### config.mk
export PLATFORM = sky130hd
export DESIGN_NAME = l1i_refill
export DESIGN_NICKNAME = d
export VERILOG_FILES = /design/src/rtl/l1i_refill_pkg.sv /design/src/rtl/l1i_victim_sel.sv /design/src/rtl/l1i_refill.sv
export SDC_FILE = /design/constraint.sdc
export NUM_CORES = 1
export LEC_CHECK = 0
export CAP_MARGIN = 20
export CELL_PAD_IN_SITES_DETAIL_PLACEMENT = 1
export CELL_PAD_IN_SITES_GLOBAL_PLACEMENT = 1
export CORE_MARGIN = 2
export CORE_UTILIZATION = 37
export DETAILED_ROUTE_END_ITERATION = 10
export HOLD_SLACK_MARGIN = 0.03
export PLACE_DENSITY = 0.83
export SETUP_SLACK_MARGIN = 0.4
export SLEW_MARGIN = 20
export SYNTH_ARGS = -nofsm -noshare
export SYNTH_HDL_FRONTEND = slang
export SYNTH_HIERARCHICAL = 1
export SYNTH_SLANG_ARGS = --single-unit
### constraint.sdc
create_clock -name clk -period 2.1 [get_ports clk]
set_input_delay 0.42 -clock clk [delete_from_list [all_inputs] [get_ports clk]]
set_output_delay 0.42 -clock clk [all_outputs]
set_load 0.01 [all_outputs]
### src/rtl/l1i_refill_pkg.sv
// Shared types and constants for the L1 instruction-cache refill path.
// The critical-word-first option is selected with L1I_REFILL_CWF_EN (see l1i_refill.sv).
package l1i_refill_pkg;

    localparam int L1I_OFFSET_BITS = 4;
    localparam int L1I_SET_BITS    = 5;
    localparam int L1I_WAYS        = 2;
    localparam int L1I_TAG_BITS    = 32 - L1I_SET_BITS - L1I_OFFSET_BITS;
    localparam int BEATS_PER_LINE  = (1 << L1I_OFFSET_BITS) / 4;

    typedef logic [L1I_TAG_BITS-1:0]      tag_t;
    typedef logic [L1I_SET_BITS-1:0]      set_t;
    typedef logic [BEATS_PER_LINE*32-1:0] line_t;

    typedef struct packed {
        logic  valid;
        tag_t  tag;
        line_t line;
    } entry_t;

    typedef enum logic [2:0] {
        S_IDLE,
        S_REQ,
        S_FILL,
        S_WRITE,
        S_INV
    } state_t;

    function automatic int beats_per_line(input int offset_bits);
        return (1 << offset_bits) / 4;
    endfunction

endpackage

### src/rtl/l1i_victim_sel.sv
// Per-set round-robin victim pointers: combinational read, single-set advance,
// and a clear-all used by the invalidate sweep.
module l1i_victim_sel
    import l1i_refill_pkg::*;
#(
    parameter int SET_BITS = L1I_SET_BITS,
    parameter int WAYS     = L1I_WAYS
) (
    input  logic                     clk,
    input  logic                     rst_n,
    input  logic [SET_BITS-1:0]      rd_set,
    output logic [$clog2(WAYS)-1:0]  rd_way,
    input  logic                     advance,
    input  logic [SET_BITS-1:0]      adv_set,
    input  logic                     clear_all
);

    localparam int NSETS = 1 << SET_BITS;

    logic [$clog2(WAYS)-1:0] ptr [NSETS];

    // NOTE: this array is built from flops, not a RAM macro, so it can take an
    // async reset; a real SRAM here would instead need a clearing sweep.
    always_ff @(posedge clk or negedge rst_n) begin
        if (!rst_n) begin
            for (int i = 0; i < NSETS; i++) ptr[i] <= '0;
        end else if (clear_all) begin
            for (int i = 0; i < NSETS; i++) ptr[i] <= '0;
        end else if (advance) begin
            // WAYS is a power of two, so natural wrap gives mod WAYS.
            ptr[adv_set] <= ptr[adv_set] + 1'b1;
        end
    end

    assign rd_way = ptr[rd_set];

endmodule

### src/rtl/l1i_refill.sv
// L1I miss handler: requests a line as 32-bit beats, assembles it, writes it to
// the round-robin victim way, and runs the invalidate-all sweep. Option: L1I_REFILL_CWF_EN.
module l1i_refill
    import l1i_refill_pkg::*;
#(
    parameter int OFFSET_BITS = L1I_OFFSET_BITS,
    parameter int SET_BITS    = L1I_SET_BITS,
    parameter int TAG_BITS    = 32 - SET_BITS - OFFSET_BITS,
    parameter int WAYS        = L1I_WAYS
) (
    input  logic                                   clk,
    input  logic                                   rst_n,
    input  logic                                   miss_valid,
    output logic                                   miss_ready,
    input  logic [31:0]                            miss_addr,
    input  logic                                   inv_req,
    output logic                                   busy,
    output logic                                   mem_req_valid,
    input  logic                                   mem_req_ready,
    output logic [31:0]                            mem_req_addr,
    input  logic                                   mem_resp_valid,
    output logic                                   mem_resp_ready,
    input  logic [31:0]                            mem_resp_data,
    input  logic                                   mem_resp_err,
    output logic                                   wr_en,
    output logic [$clog2(WAYS)-1:0]                wr_way,
    output logic [SET_BITS-1:0]                    wr_set,
    output logic [TAG_BITS+(1<<OFFSET_BITS)*8:0]   wr_entry,
    output logic                                   done,
    output logic                                   err,
    output logic                                   fwd_valid,
    output logic [31:0]                            fwd_data
);

    localparam int N         = beats_per_line(OFFSET_BITS);
    localparam int WORD_BITS = OFFSET_BITS - 2;
    localparam int WAY_BITS  = $clog2(WAYS);
    localparam int LINE_BITS = N * 32;
    localparam int INV_BITS  = SET_BITS + WAY_BITS;

    localparam logic [WORD_BITS-1:0] LAST_BEAT = '1;
    localparam logic [INV_BITS-1:0]  INV_LAST  = '1;

    state_t                state;
    logic [TAG_BITS-1:0]   tag_q;
    logic [SET_BITS-1:0]   set_q;
    logic [WORD_BITS-1:0]  start_q;
    logic [WORD_BITS-1:0]  cnt_q;
    logic [LINE_BITS-1:0]  line_q;
    logic [LINE_BITS-1:0]  line_next;
    logic [INV_BITS-1:0]   inv_cnt;
    logic [INV_BITS-1:0]   inv_next;
    logic [WAY_BITS-1:0]   victim_way;
    logic [WORD_BITS-1:0]  word_idx;
    logic [WORD_BITS-1:0]  start_idx;
    logic [31:0]           req_addr_next;
    logic [TAG_BITS-1:0]   miss_tag;
    logic [SET_BITS-1:0]   miss_set;

    assign miss_tag = miss_addr[31 -: TAG_BITS];
    assign miss_set = miss_addr[OFFSET_BITS +: SET_BITS];

`ifdef L1I_REFILL_CWF_EN
    logic unused_byte_bits;
    assign unused_byte_bits = ^miss_addr[1:0];
    assign start_idx        = miss_addr[2 +: WORD_BITS];
    assign req_addr_next    = {miss_addr[31:2], 2'b00};

    always_ff @(posedge clk or negedge rst_n) begin
        if (!rst_n) begin
            fwd_valid <= 1'b0;
            fwd_data  <= '0;
        end else begin
            // The first accepted beat is the requested word itself.
            fwd_valid <= 1'b0;
            if (state == S_FILL && mem_resp_valid && !mem_resp_err && cnt_q == '0) begin
                fwd_valid <= 1'b1;
                fwd_data  <= mem_resp_data;
            end
        end
    end
`else
    logic unused_offset_bits;
    assign unused_offset_bits = ^miss_addr[OFFSET_BITS-1:0];
    assign start_idx          = '0;
    assign req_addr_next      = {miss_tag, miss_set, {OFFSET_BITS{1'b0}}};
    assign fwd_valid          = 1'b0;
    assign fwd_data           = '0;
`endif

    // Word index wraps naturally because N is a power of two.
    assign word_idx = start_q + cnt_q;
    assign inv_next = inv_cnt + 1'b1;

    // NOTE: always_comb gives every output a default first so no latch is inferred.
    always_comb begin
        line_next = line_q;
        line_next[{word_idx, 5'd0} +: 32] = mem_resp_data;
    end

    assign miss_ready = (state == S_IDLE) && !inv_req;
    assign busy       = (state != S_IDLE);

    l1i_victim_sel #(
        .SET_BITS (SET_BITS),
        .WAYS     (WAYS)
    ) u_victim (
        .clk       (clk),
        .rst_n     (rst_n),
        .rd_set    (set_q),
        .rd_way    (victim_way),
        .advance   (state == S_WRITE),
        .adv_set   (set_q),
        .clear_all (state == S_INV)
    );

    // NOTE: sequential state uses non-blocking assignments only, so every flop
    // samples pre-edge values regardless of statement order.
    always_ff @(posedge clk or negedge rst_n) begin
        if (!rst_n) begin
            state          <= S_IDLE;
            tag_q          <= '0;
            set_q          <= '0;
            start_q        <= '0;
            cnt_q          <= '0;
            line_q         <= '0;
            inv_cnt        <= '0;
            mem_req_valid  <= 1'b0;
            mem_req_addr   <= '0;
            mem_resp_ready <= 1'b0;
            wr_en          <= 1'b0;
            wr_way         <= '0;
            wr_set         <= '0;
            wr_entry       <= '0;
            done           <= 1'b0;
            err            <= 1'b0;
        end else begin
            wr_en <= 1'b0;
            done  <= 1'b0;
            err   <= 1'b0;

            case (state)
                S_IDLE: begin
                    if (inv_req) begin
                        state    <= S_INV;
                        inv_cnt  <= '0;
                        wr_en    <= 1'b1;
                        wr_set   <= '0;
                        wr_way   <= '0;
                        wr_entry <= '0;
                    end else if (miss_valid) begin
                        state         <= S_REQ;
                        tag_q         <= miss_tag;
                        set_q         <= miss_set;
                        start_q       <= start_idx;
                        line_q        <= '0;
                        mem_req_valid <= 1'b1;
                        mem_req_addr  <= req_addr_next;
                    end
                end

                S_REQ: begin
                    if (mem_req_ready) begin
                        state          <= S_FILL;
                        mem_req_valid  <= 1'b0;
                        mem_resp_ready <= 1'b1;
                        cnt_q          <= '0;
                    end
                end

                S_FILL: begin
                    if (mem_resp_valid) begin
                        if (mem_resp_err) begin
                            state          <= S_IDLE;
                            mem_resp_ready <= 1'b0;
                            line_q         <= '0;
                            err            <= 1'b1;
                        end else begin
                            line_q <= line_next;
                            cnt_q  <= cnt_q + 1'b1;
                            if (cnt_q == LAST_BEAT) begin
                                // Last beat: present the write during the WRITE cycle.
                                state          <= S_WRITE;
                                mem_resp_ready <= 1'b0;
                                wr_en          <= 1'b1;
                                done           <= 1'b1;
                                wr_way         <= victim_way;
                                wr_set         <= set_q;
                                wr_entry       <= {1'b1, tag_q, line_next};
                            end
                        end
                    end
                end

                S_WRITE: begin
                    state <= S_IDLE;
                end

                S_INV: begin
                    if (inv_cnt == INV_LAST) begin
                        state <= S_IDLE;
                    end else begin
                        inv_cnt           <= inv_next;
                        wr_en             <= 1'b1;
                        {wr_set, wr_way}  <= inv_next;
                        wr_entry          <= '0;
                        done              <= (inv_next == INV_LAST);
                    end
                end

                default: state <= S_IDLE;
            endcase
        end
    end

endmodule
==> results of run 1 <==
layer usage:
| layer | GRT usage | part of all wire | up-vias |
|---|---|---|---|
| met1 | 0.381 | 0.35 | 8173 |
| met3 | 0.0820 | 0.092 | 445 |
| met2 | 0.563 | 0.49 | 979 |
| met4 | 0.154 | 0.072 | 10 |
| li1 | - | - | 6213 |
| met5 | 0 | 0.00071 | - |
cells by family after synthesis:
logic type | share of synthesized area
AO/OA/AOI/OAI | 0.200
XOR/XNOR | 0.00164
adder cells (fa/ha/maj) | 0.00624
buffers and inverters | 0.0575
flip-flops | 0.564
multiplexers | 0.0462
other | 0.000234
AND/OR/NAND/NOR | 0.124
power groups by stage:
stage,combinational (mW),clock (mW),sequential [mW]
2_1_floorplan,4.72,0,8.19
3_3_place_gp,7.20,0,8.18
3_5_place_dp,7.41,0,8.23
4_1_cts,12.7,8.00,7.99
5_1_grt,15.6,8.48,8.14
6_report,15.3,8.22,8.10
registers in the layout, summed over array words and instances (netlist names):
name and count:
state 3, inv_cnt 6, line_q 128, cnt_q 2, wr_way 1, mem_req_addr 1, wr_set 5, u_victim/ptr 32
mem_req_valid 1, wr_entry 152, done 1, err 1, tag_q 23, set_q 4, mem_resp_ready 1, wr_en 1
repair_timing:
| item | CTS | global route |
|---|---|---|
| endpoints found under the hold margin | 36 | 0 |
| pin swaps | 113 | 132 |
| setup buffers | 106 | 52 |
| gates cloned | 57 | 12 |
| hold buffers | 1 | 0 |
| gates resized for setup | 482 | 620 |
| setup endpoints to repair | 518 | 505 |
stage by stage:
step / cell area (µm²) / total power [mW] / setup WS (ns) / instances / TNS [ns]
floorplan: 17300 / 12.9 / -0.0397 / 1504 / -0.0397
global placement: 20500 / 15.4 / -0.134 / 2285 / -17.34
detailed placement: 20500 / 15.6 / -0.226 / 2285 / -27.37
CTS: 25500 / 28.7 / -0.185 / 2522 / -1.45
global route: 28600 / 32.2 / -0.341 / 2587 / -21.29
finish: 28600 / 31.6 / -0.341 / 2590 / -9.89
layout make-up:
cell class | count | area, µm²
Multi-Input combinational cell | 983 | 9810
Tap cell | 585 | 732
Clock buffer | 63 | 1300
Timing Repair Buffer | 572 | 7440
Fill cell | 3926 | 14400
Clock inverter | 10 | 175
Sequential cell | 362 | 9080
Antenna cell | 4 | 10.0
Inverter | 11 | 70.1
cells in the mapped netlist (4+ instances only):
| master | n |
|---|---|
| dfrtp_1 | 362 |
| nand2_1 | 157 |
| nor2b_1 | 140 |
| o21ai_0 | 135 |
| a21oi_1 | 131 |
| o2bb2ai_1 | 131 |
| clkbuf_1 | 68 |
| buf_4 | 44 |
| mux2_2 | 29 |
| a22o_1 | 23 |
| buf_2 | 21 |
| o21ai_1 | 20 |
| mux2i_1 | 19 |
| nand3b_1 | 16 |
| o31ai_1 | 16 |
| buf_6 | 15 |
| nand3_1 | 14 |
| nor2_1 | 14 |
| o211ai_1 | 11 |
| mux4_2 | 10 |
| inv_1 | 9 |
| ha_1 | 8 |
| nor3_1 | 7 |
| nand2b_1 | 6 |
| o22ai_1 | 5 |
| or3_1 | 5 |
| a21o_1 | 4 |
| a2bb2oi_1 | 4 |
| and2_1 | 4 |
critical path: cells and delay by family (launching register included):
family | cells | cell delay, ns
flip-flops | 1 | 0.43
AO/OA/AOI/OAI | 2 | 0.96
AND/OR/NAND/NOR | 1 | 0.08
adder cells (fa/ha/maj) | 1 | 0.32
buffers and inverters | 3 | 0.48
final timing paths:
check	startpoint	endpoint	slack [ns]
max	cnt_q[1]	wr_entry[127]	-0.34
min reg2reg	wr_entry[38]	wr_entry[38]	0.49
max reg2reg	cnt_q[1]	wr_entry[127]	-0.34
max in group asynchronous	rst_n	line_q[11]	0.95
min in group clk	miss_addr[8]	mem_req_addr[8]	0.47
min	rst_n	wr_entry[66]	0.37
cell usage in the layout (no fill, tap or decap), types with 31 or more instances in the layout:
cell type,instances
dfrtp_1,343
nor2b_1,139
buf_4,137
a21oi_1,122
dlymetal6s2s_1,122
nand2_4,112
o21ai_2,112
clkdlybuf4s50_1,67
o2bb2ai_4,66
o2bb2ai_2,65
clkbuf_16,56
buf_6,56
buf_16,52
buf_12,48
conb_1,37
o21ai_1,32
clkdlybuf4s15_1,31
==> results.sh, run 1 <==
export IMPL_io_buffers=259
export IMPL_coreArea_um2=43000
export IMPL_grt_pass1_vias=16600
export IMPL_p_per_area_nw_per_um2=1100
export IMPL_gp_congestion=0.857
export IMPL_drive_gt1_frac=0.468
export IMPL_async_reset_ff_frac=1.00
export IMPL_hold_violations=0
export IMPL_synth_top_area_cell="dfrtp_1"
export IMPL_clock_sinks=362
export IMPL_critPathArrivalTime_ns=2.87
export IMPL_antenna_found_initial=8
export IMPL_clock_path_buffers=3
export IMPL_cts_root_buf="clkbuf_16"
export IMPL_dpl_hpwl_um=35200
export IMPL_relSlewSlack=0.290
export IMPL_routed_wl_um=90200
export IMPL_pwr_share_seq=0.256
export IMPL_combPwrFrac=0.484
export IMPL_dieWidth_um=212
export IMPL_crit_path_end_kind="flop"
export IMPL_ys_ff_latch=362
export IMPL_path_clk_slew_ns=0.06
export IMPL_synthCells=1468
export IMPL_whs_ns=0.372
export IMPL_nets=2051
export IMPL_rows=76
export IMPL_drt_first_pass_iters=5
export IMPL_synth_top_area_frac=0.564
export IMPL_worst_slew_pin_slew_ns=1.07
export IMPL_hold_class="input port to asynchronous set/reset pin"
export IMPL_timing_fmax_mhz=410
export IMPL_path_cells="inv_2 > ha_2 > nor4b_4 > buf_4 > buf_4 > a21oi_1 > o2bb2ai_4"
export IMPL_path_max_fanout=5
export IMPL_yosys_warnings=6
export IMPL_maxCapViolCount=0
export IMPL_drt_iter0_markers=1232
export IMPL_vias_per_cell=6.11
export IMPL_overflow=0
export IMPL_fin_util=0.666
export IMPL_num_vias=15800
export IMPL_violations="setup timing"
export IMPL_finalMaxSlewViolations=0
export IMPL_avgSynthCellArea_um2=10.9
export IMPL_dieArea_um2=45100
export IMPL_grt_first_pass_wirelength_um=109000
export IMPL_synthFlopType="dfrtp_1"
export IMPL_r2r_worst_path_cells=7
export IMPL_power_switching_mw=12.1
export IMPL_synth_edf_count=0
export IMPL_syn2layout_area_growth_pct=78.3
export IMPL_cts_htree_levels=2
export IMPL_grt_max_degree=57
export IMPL_setup_violations_final=206
export IMPL_grt_use_total=0.326
export IMPL_required_ns=2.53
export IMPL_drc=0
export IMPL_synth_seq_area_share=0.564
export IMPL_slowest_stage="a21oi_1"
export IMPL_initial_core_util=0.374
export IMPL_finalCriticalPeriod_ns=2.44
export IMPL_ios=301
export IMPL_finalCritPeriodShare=1.16
export IMPL_ant_nets=0
export IMPL_crit_type="flop to flop"
export IMPL_cts_buffers=42
export IMPL_power_frac_clock=0.260
export IMPL_p_sw_frac=0.382
export IMPL_p_leak_nw=14.0
export IMPL_vdd_drop_max_uv=936
export IMPL_syn_area_um2=16100
export IMPL_clock_latency_ns=0.60
export IMPL_die_y_um=212
export IMPL_crit_top_cell="buf_4"
export IMPL_status="complete, but fails checks"
export IMPL_wl_per_cell_um=34.8
export IMPL_start_kind="flop"
export IMPL_synth_cell_types=58
export IMPL_rsz0062_at_grt="true"
export IMPL_cts_tree="yes"
export IMPL_critPathMaxStageDelay_ns=0.85
export IMPL_synth_area_top_cells="dfrtp_1 (56%), o2bb2ai_1 (7.1%), nor2b_1 (5.5%)"
export IMPL_finalClockSkew_ns=0.0479
export IMPL_layout_setup_ws_ns=-0.341
export IMPL_intPower_mw=19.5
Power figures use the tool's default switching activity.
==> inputs of run 2 (changes only) <==
--- a/config.mk
+++ b/config.mk
@@ -9,10 +9,11 @@
 export CELL_PAD_IN_SITES_DETAIL_PLACEMENT = 1
 export CELL_PAD_IN_SITES_GLOBAL_PLACEMENT = 1
 export CORE_MARGIN = 2
-export CORE_UTILIZATION = 37
+export CORE_UTILIZATION = 38
+export CTS_BUF_LIST = sky130_fd_sc_hd__clkbuf_2 sky130_fd_sc_hd__clkbuf_4 sky130_fd_sc_hd__clkbuf_8
 export DETAILED_ROUTE_END_ITERATION = 10
 export HOLD_SLACK_MARGIN = 0.03
-export PLACE_DENSITY = 0.83
+export PLACE_DENSITY = 0.85
 export SETUP_SLACK_MARGIN = 0.4
 export SLEW_MARGIN = 20
 export SYNTH_ARGS = -nofsm -noshare
==> results.sh, run 2 (synthesized netlist as in run 1, its figures left out) <==
export IMPL_n_fill_cell=3893
export IMPL_grt_use_total=0.312
export IMPL_drive_gt1_frac=0.547
export IMPL_finalClockSkew_ns=0.0686
export IMPL_syn2layout_area_growth_pct=71.8
export IMPL_critPathArrivalTime_ns=2.94
export IMPL_largest_register="wr_entry"
export IMPL_final_area_um2=27600
export IMPL_r2r_worst_path_cells=6
export IMPL_whs_ns=0.308
export IMPL_drc=0
export IMPL_hold_violations=0
export IMPL_clock_sinks=362
export IMPL_place_area_um2=20500
export IMPL_largest_register_ffs=152
export IMPL_num_vias=15600
export IMPL_grt_max_degree=58
export IMPL_timing_fmax_mhz=414
export IMPL_p_per_area_nw_per_um2=1070
export IMPL_final_cells=2596
export IMPL_path_max_fanout=7
export IMPL_dpl_cell_count=2242
export IMPL_cts_root_buf="clkbuf_8"
export IMPL_met3WireLength_um=6030
export IMPL_required_ns=2.63
export IMPL_violations="setup timing"
export IMPL_routed_wl_um=83600
export IMPL_maxCapViolCount=0
export IMPL_io_buffers=259
export IMPL_critPathMaxStageDelay_ns=0.53
export IMPL_clock_latency_ns=0.67
export IMPL_ios=301
export IMPL_start_kind="flop"
export IMPL_final_common_cell="dfrtp_1"
export IMPL_path_clk_slew_ns=0.09
export IMPL_rows=75
export IMPL_hold_class="input port to asynchronous set/reset pin"
export IMPL_drt_met1_wl_um=29700
export IMPL_crit_type="flop to flop"
export IMPL_initial_core_util=0.384
export IMPL_top_regs="wr_entry (152), line_q (128), u_victim/ptr (32)"
export IMPL_vdd_drop_max_uv=886
export IMPL_finalCriticalPeriod_ns=2.41
export IMPL_wl_met2_um=41800
export IMPL_cts_buffers=66
export IMPL_crit_top_cell="mux4_2"
export IMPL_coreArea_um2=41900
export IMPL_cts_tree="yes"
export IMPL_place_ws_ns=-0.192
export IMPL_rsz0062_at_grt="true"
export IMPL_wl_per_cell_um=32.2
export IMPL_grt_pass1_vias=16800
export IMPL_r2r_end="wr_way"
export IMPL_slowest_stage="mux4_2"
export IMPL_crit_family="multiplexers"
export IMPL_path_cells="buf_12 > mux4_2 > mux4_2 > mux2_4 > o211ai_1 > a2bb2oi_2"
export IMPL_die_y_um=210
export IMPL_drt_first_pass_iters=5
export IMPL_startpoint="set_q[0]"
export IMPL_routed_top_layer="met5"
export IMPL_worst_slew_pin_slew_ns=0.786
export IMPL_rrSetupSlack_ns=-0.31
export IMPL_vias_per_cell=6.02
export IMPL_p_leak_nw=12.4
export IMPL_timing_rr_start="set_q[0]"
export IMPL_status="complete, but fails checks"
export IMPL_nets=2092
export IMPL_grt_first_pass_wirelength_um=104000
export IMPL_setup_violations_final=176
export IMPL_cts_htree_levels=3
export IMPL_crit_path_end_kind="flop"
export IMPL_antenna_found_initial=3
export IMPL_gp_congestion=0.805
export IMPL_finalMaxSlewViolations=0
export IMPL_ant_nets=0
export IMPL_dpl_hpwl_um=34700
export IMPL_layout_setup_ws_ns=-0.313
export IMPL_final_cell_mix="dfrtp_1 (351), buf_4 (174), nor2b_1 (139)"
export IMPL_fin_total_pwr_mw=29.5
export IMPL_relSlewSlack=0.476
export IMPL_dieArea_um2=43900
export IMPL_drt_iter0_markers=1094
export IMPL_finalCritPeriodShare=1.15
export IMPL_crit_buf_inv=1
export IMPL_dieWidth_um=210
export IMPL_clock_path_buffers=3
export IMPL_overflow=0
run 2: how the worst max path moves through the flow:
stage | end | slack (ns) | depth (start not counted)
after floorplan | wr_way | -0.04 | 6
after global placement | wr_set[2] | -0.16 | 7
after detailed placement | line_q[120] | -0.19 | 6
after CTS | wr_way | -0.18 | 6
after global routing | wr_way | -0.31 | 6
final | wr_way | -0.31 | 6
run 2: per-layer routing:
metal / vias to the layer above / global-route usage
li1: 6296 / -
met4: 2 / 0.159
met2: 884 / 0.536
met5: - / 0
met1: 8036 / 0.372
met3: 397 / 0.0654
run 2: power breakdown:
part	switching, mW	total (mW)	internal (mW)
Clock	3.52	7.33	3.81
Sequential	0.537	8.05	7.51
Combinational	7.84	14.2	6.33
run 2: cell type report:
class	instances	area [µm²]	area share
diodes	2	5.00	0.000181
flip-flops and latches	362	9070	0.329
well taps	539	674	0.0244
multi-input cells	985	10100	0.366
clock inverters	14	119	0.00431
repair buffers	587	6330	0.229
clock buffers	96	1200	0.0436
inverters	11	72.6	0.00263
run 2: metrics by stage:
step | setup TNS [ns] | utilization
4_1_cts | -2.19 | 0.575
3_5_place_dp | -26.73 | 0.490
6_report | -17.48 | 0.659
2_1_floorplan | -0.0397 | -
5_1_grt | -22.88 | 0.659
3_3_place_gp | -21.82 | 0.490
run 2: timing repair:
| item | 4_1_cts | 5_1_grt |
|---|---|---|
| pin swaps | 76 | 186 |
| setup endpoints to repair | 541 | 417 |
| buffers inserted | 137 | 47 |
| gates resized for setup | 843 | 607 |
| hold buffers | 1 | 0 |
| cloned | 38 | 19 |
| endpoints found under the hold margin | 39 | 0 |
==> inputs of run 3 (changes only) <==
--- a/config.mk
+++ b/config.mk
@@ -5,15 +5,16 @@
 export SDC_FILE = /design/constraint.sdc
 export NUM_CORES = 1
 export LEC_CHECK = 0
+export ABC_AREA = 1
 export CAP_MARGIN = 20
 export CELL_PAD_IN_SITES_DETAIL_PLACEMENT = 1
 export CELL_PAD_IN_SITES_GLOBAL_PLACEMENT = 1
 export CORE_MARGIN = 2
-export CORE_UTILIZATION = 38
+export CORE_UTILIZATION = 40
 export CTS_BUF_LIST = sky130_fd_sc_hd__clkbuf_2 sky130_fd_sc_hd__clkbuf_4 sky130_fd_sc_hd__clkbuf_8
 export DETAILED_ROUTE_END_ITERATION = 10
 export HOLD_SLACK_MARGIN = 0.03
-export PLACE_DENSITY = 0.85
+export PLACE_DENSITY = 0.89
 export SETUP_SLACK_MARGIN = 0.4
 export SLEW_MARGIN = 20
 export SYNTH_ARGS = -nofsm -noshare
==> constraint.sdc (replaced) <==
create_clock -name clk -period 2.28 [get_ports clk]
set_input_delay 0.456 -clock clk [delete_from_list [all_inputs] [get_ports clk]]
set_output_delay 0.456 -clock clk [all_outputs]
set_load 0.01 [all_outputs]
==> results.sh, run 3 <==
export IMPL_top_regs="wr_entry (152), line_q (128), u_victim/ptr (32)"
export IMPL_dieWidth_um=213
export IMPL_cts_htree_levels=3
export IMPL_intPower_mw=13.7
export IMPL_p_leak_nw=12.3
export IMPL_finalCriticalPeriod_ns=2.45
export IMPL_io_buffers=259
export IMPL_synth_most_common_cell="nand2_1"
export IMPL_relSlewSlack=0.519
export IMPL_finalMaxSlewViolations=0
export IMPL_die_y_um=213
export IMPL_dieArea_um2=45400
export IMPL_syn2layout_area_growth_pct=44.9
export IMPL_combPwrFrac=0.384
export IMPL_num_vias=19400
export IMPL_final_common_cell="nand2_1"
export IMPL_p_sw_frac=0.403
export IMPL_largest_register_ffs=152
export IMPL_wl_per_cell_um=30.2
export IMPL_nets=2662
export IMPL_drt_iter0_markers=2075
export IMPL_final_area_um2=25300
export IMPL_path_clk_slew_ns=0.08
export IMPL_synthFlopType="dfrtp_1"
export IMPL_hold_violations=0
export IMPL_crit_type="flop to flop"
export IMPL_largest_register="wr_entry"
export IMPL_finalClockSkew_ns=0.0678
export IMPL_drc=0
export IMPL_path_max_fanout=8
export IMPL_gp_congestion=0.856
export IMPL_synth_cell_types=30
export IMPL_clock_path_buffers=3
export IMPL_violations="setup timing"
export IMPL_initial_core_util=0.406
export IMPL_rsz0062_at_grt="true"
export IMPL_clock_sinks=362
export IMPL_synth_edf_count=0
export IMPL_ys_ff_latch=362
export IMPL_n_fill_cell=4903
export IMPL_synthCells=2210
export IMPL_synth_seq_area_share=0.518
export IMPL_layout_setup_ws_ns=-0.173
export IMPL_required_ns=2.92
export IMPL_critPathArrivalTime_ns=3.10
export IMPL_power_frac_clock=0.310
export IMPL_yosys_warnings=6
export IMPL_grt_use_total=0.323
export IMPL_status="complete, but fails checks"
export IMPL_place_ws_ns=-0.105
export IMPL_coreArea_um2=43100
export IMPL_place_area_um2=20900
export IMPL_grt_max_degree=69
export IMPL_final_cell_mix="nand2_1 (739), dfrtp_1 (355), inv_1 (300)"
export IMPL_power_switching_mw=9.26
export IMPL_syn_area_um2=17500
export IMPL_p_per_area_nw_per_um2=908
export IMPL_vias_per_cell=6.03
export IMPL_cts_tree="yes"
export IMPL_grt_pass1_vias=19000
export IMPL_overflow=0
export IMPL_cts_root_buf="clkbuf_8"
export IMPL_rows=76
export IMPL_drive_gt1_frac=0.233
export IMPL_routed_wl_um=97400
export IMPL_pwr_share_seq=0.306
export IMPL_worst_slew_pin_slew_ns=0.720
export IMPL_clock_latency_ns=0.72
export IMPL_vdd_drop_max_uv=666
export IMPL_ios=301
export IMPL_cts_buffers=66
export IMPL_ant_nets=0
export IMPL_drt_first_pass_iters=5
export IMPL_dpl_hpwl_um=40500
export IMPL_synth_top_area_cell="dfrtp_1"
export IMPL_start_kind="flop"
export IMPL_async_reset_ff_frac=1.00
export IMPL_synth_area_top_cells="dfrtp_1 (52%), nand2_1 (17%), inv_1 (6.7%)"
export IMPL_synth_commonest_cells="nand2_1 (788), dfrtp_1 (362), inv_1 (310)"
export IMPL_finalCritPeriodShare=1.08
export IMPL_antenna_found_initial=9
export IMPL_timing_fmax_mhz=408
export IMPL_avgSynthCellArea_um2=7.91
export IMPL_hold_class="input port to asynchronous set/reset pin"
export IMPL_synth_top_area_frac=0.518
export IMPL_maxCapViolCount=0
export IMPL_grt_first_pass_wirelength_um=111000
export IMPL_crit_path_end_kind="flop"
export IMPL_setup_violations_final=5
==> run 3: repair_timing <==
item / in CTS / in global routing
pin swaps: 12 / 129
gates resized for setup: 312 / 362
endpoints found under the setup margin: 511 / 330
cloned: 16 / 24
buffers inserted: 45 / 29
endpoints found under the hold margin: 47 / 0
hold buffers: 1 / 0
==> run 3: kinds of logic after synthesis <==
family / synth area share
other: 0.000215
XOR/XNOR: 0.000501
AO/OA/AOI/OAI: 0.127
AND/OR/NAND/NOR: 0.226
flip-flops: 0.518
buffers and inverters: 0.121
adder cells (fa/ha/maj): 0.00573
==> run 3: path summary, 6_finish.rpt <==
check	from	endpoint	slack, ns	cells after the start
min	rst_n	wr_entry[14]	0.26	2
max in group asynchronous	rst_n	line_q[77]	1.03	3
max reg2reg	cnt_q[0]	line_q[27]	-0.17	12
min reg2reg	line_q[41]	line_q[41]	0.47	2
min in group clk	miss_addr[20]	tag_q[11]	0.36	3
max	cnt_q[0]	line_q[27]	-0.17	12
==> run 3: worst max-delay path, cell delays in order, from the launching register on <==
cell     delay (ns)
dfrtp_1        0.40
buf_6          0.14
inv_6          0.04
buf_12         0.12
ha_4           0.26
inv_4          0.08
nand4_1        0.13
buf_4          0.18
buf_6          0.13
buf_16         0.18
o22ai_4        0.21
nand2_1        0.35
nand2_1        0.20
==> run 3: layout make-up <==
type,count,area (µm²),share of cell area
flip-flops and latches,362,9070,0.358
multi-input cells,1409,7870,0.311
repair buffers,426,4960,0.196
inverters,316,1250,0.0494
clock buffers,100,1240,0.0489
well taps,585,732,0.0289
clock inverters,18,176,0.00697
repair inverters,2,17.5,0.000692
diodes,6,15.0,0.000593
==> run 3: power groups by stage <==
stage	Clock, mW	Combinational, mW	Sequential, mW
global route	7.39	8.99	7.05
global placement	0	4.66	7.13
CTS	6.84	6.63	7.00
floorplan	0	3.02	7.16
detailed placement	0	4.83	7.14
finish	7.13	8.84	7.03
==> run 3: routing by layer <==
layer	global-route usage	routed length, µm	up-vias
met2	0.539	44200	1574
met4	0.197	8000	8
met1	0.366	32700	9624
met5	0	86	-
li1	-	-	7613
met3	0.0924	12500	621
==> run 3: through the flow <==
step	total power [mW]	hold WS [ns]	cells	utilization	TNS, ns
floorplan	10.2	0.160	2246	-	0
global placement	11.8	0.441	2985	0.484	0
detailed placement	12.0	0.446	2985	0.484	-0.324
CTS	20.5	0.352	3165	0.541	0
global route	23.4	0.317	3219	0.588	-0.561
finish	23.0	0.263	3224	0.588	-0.256
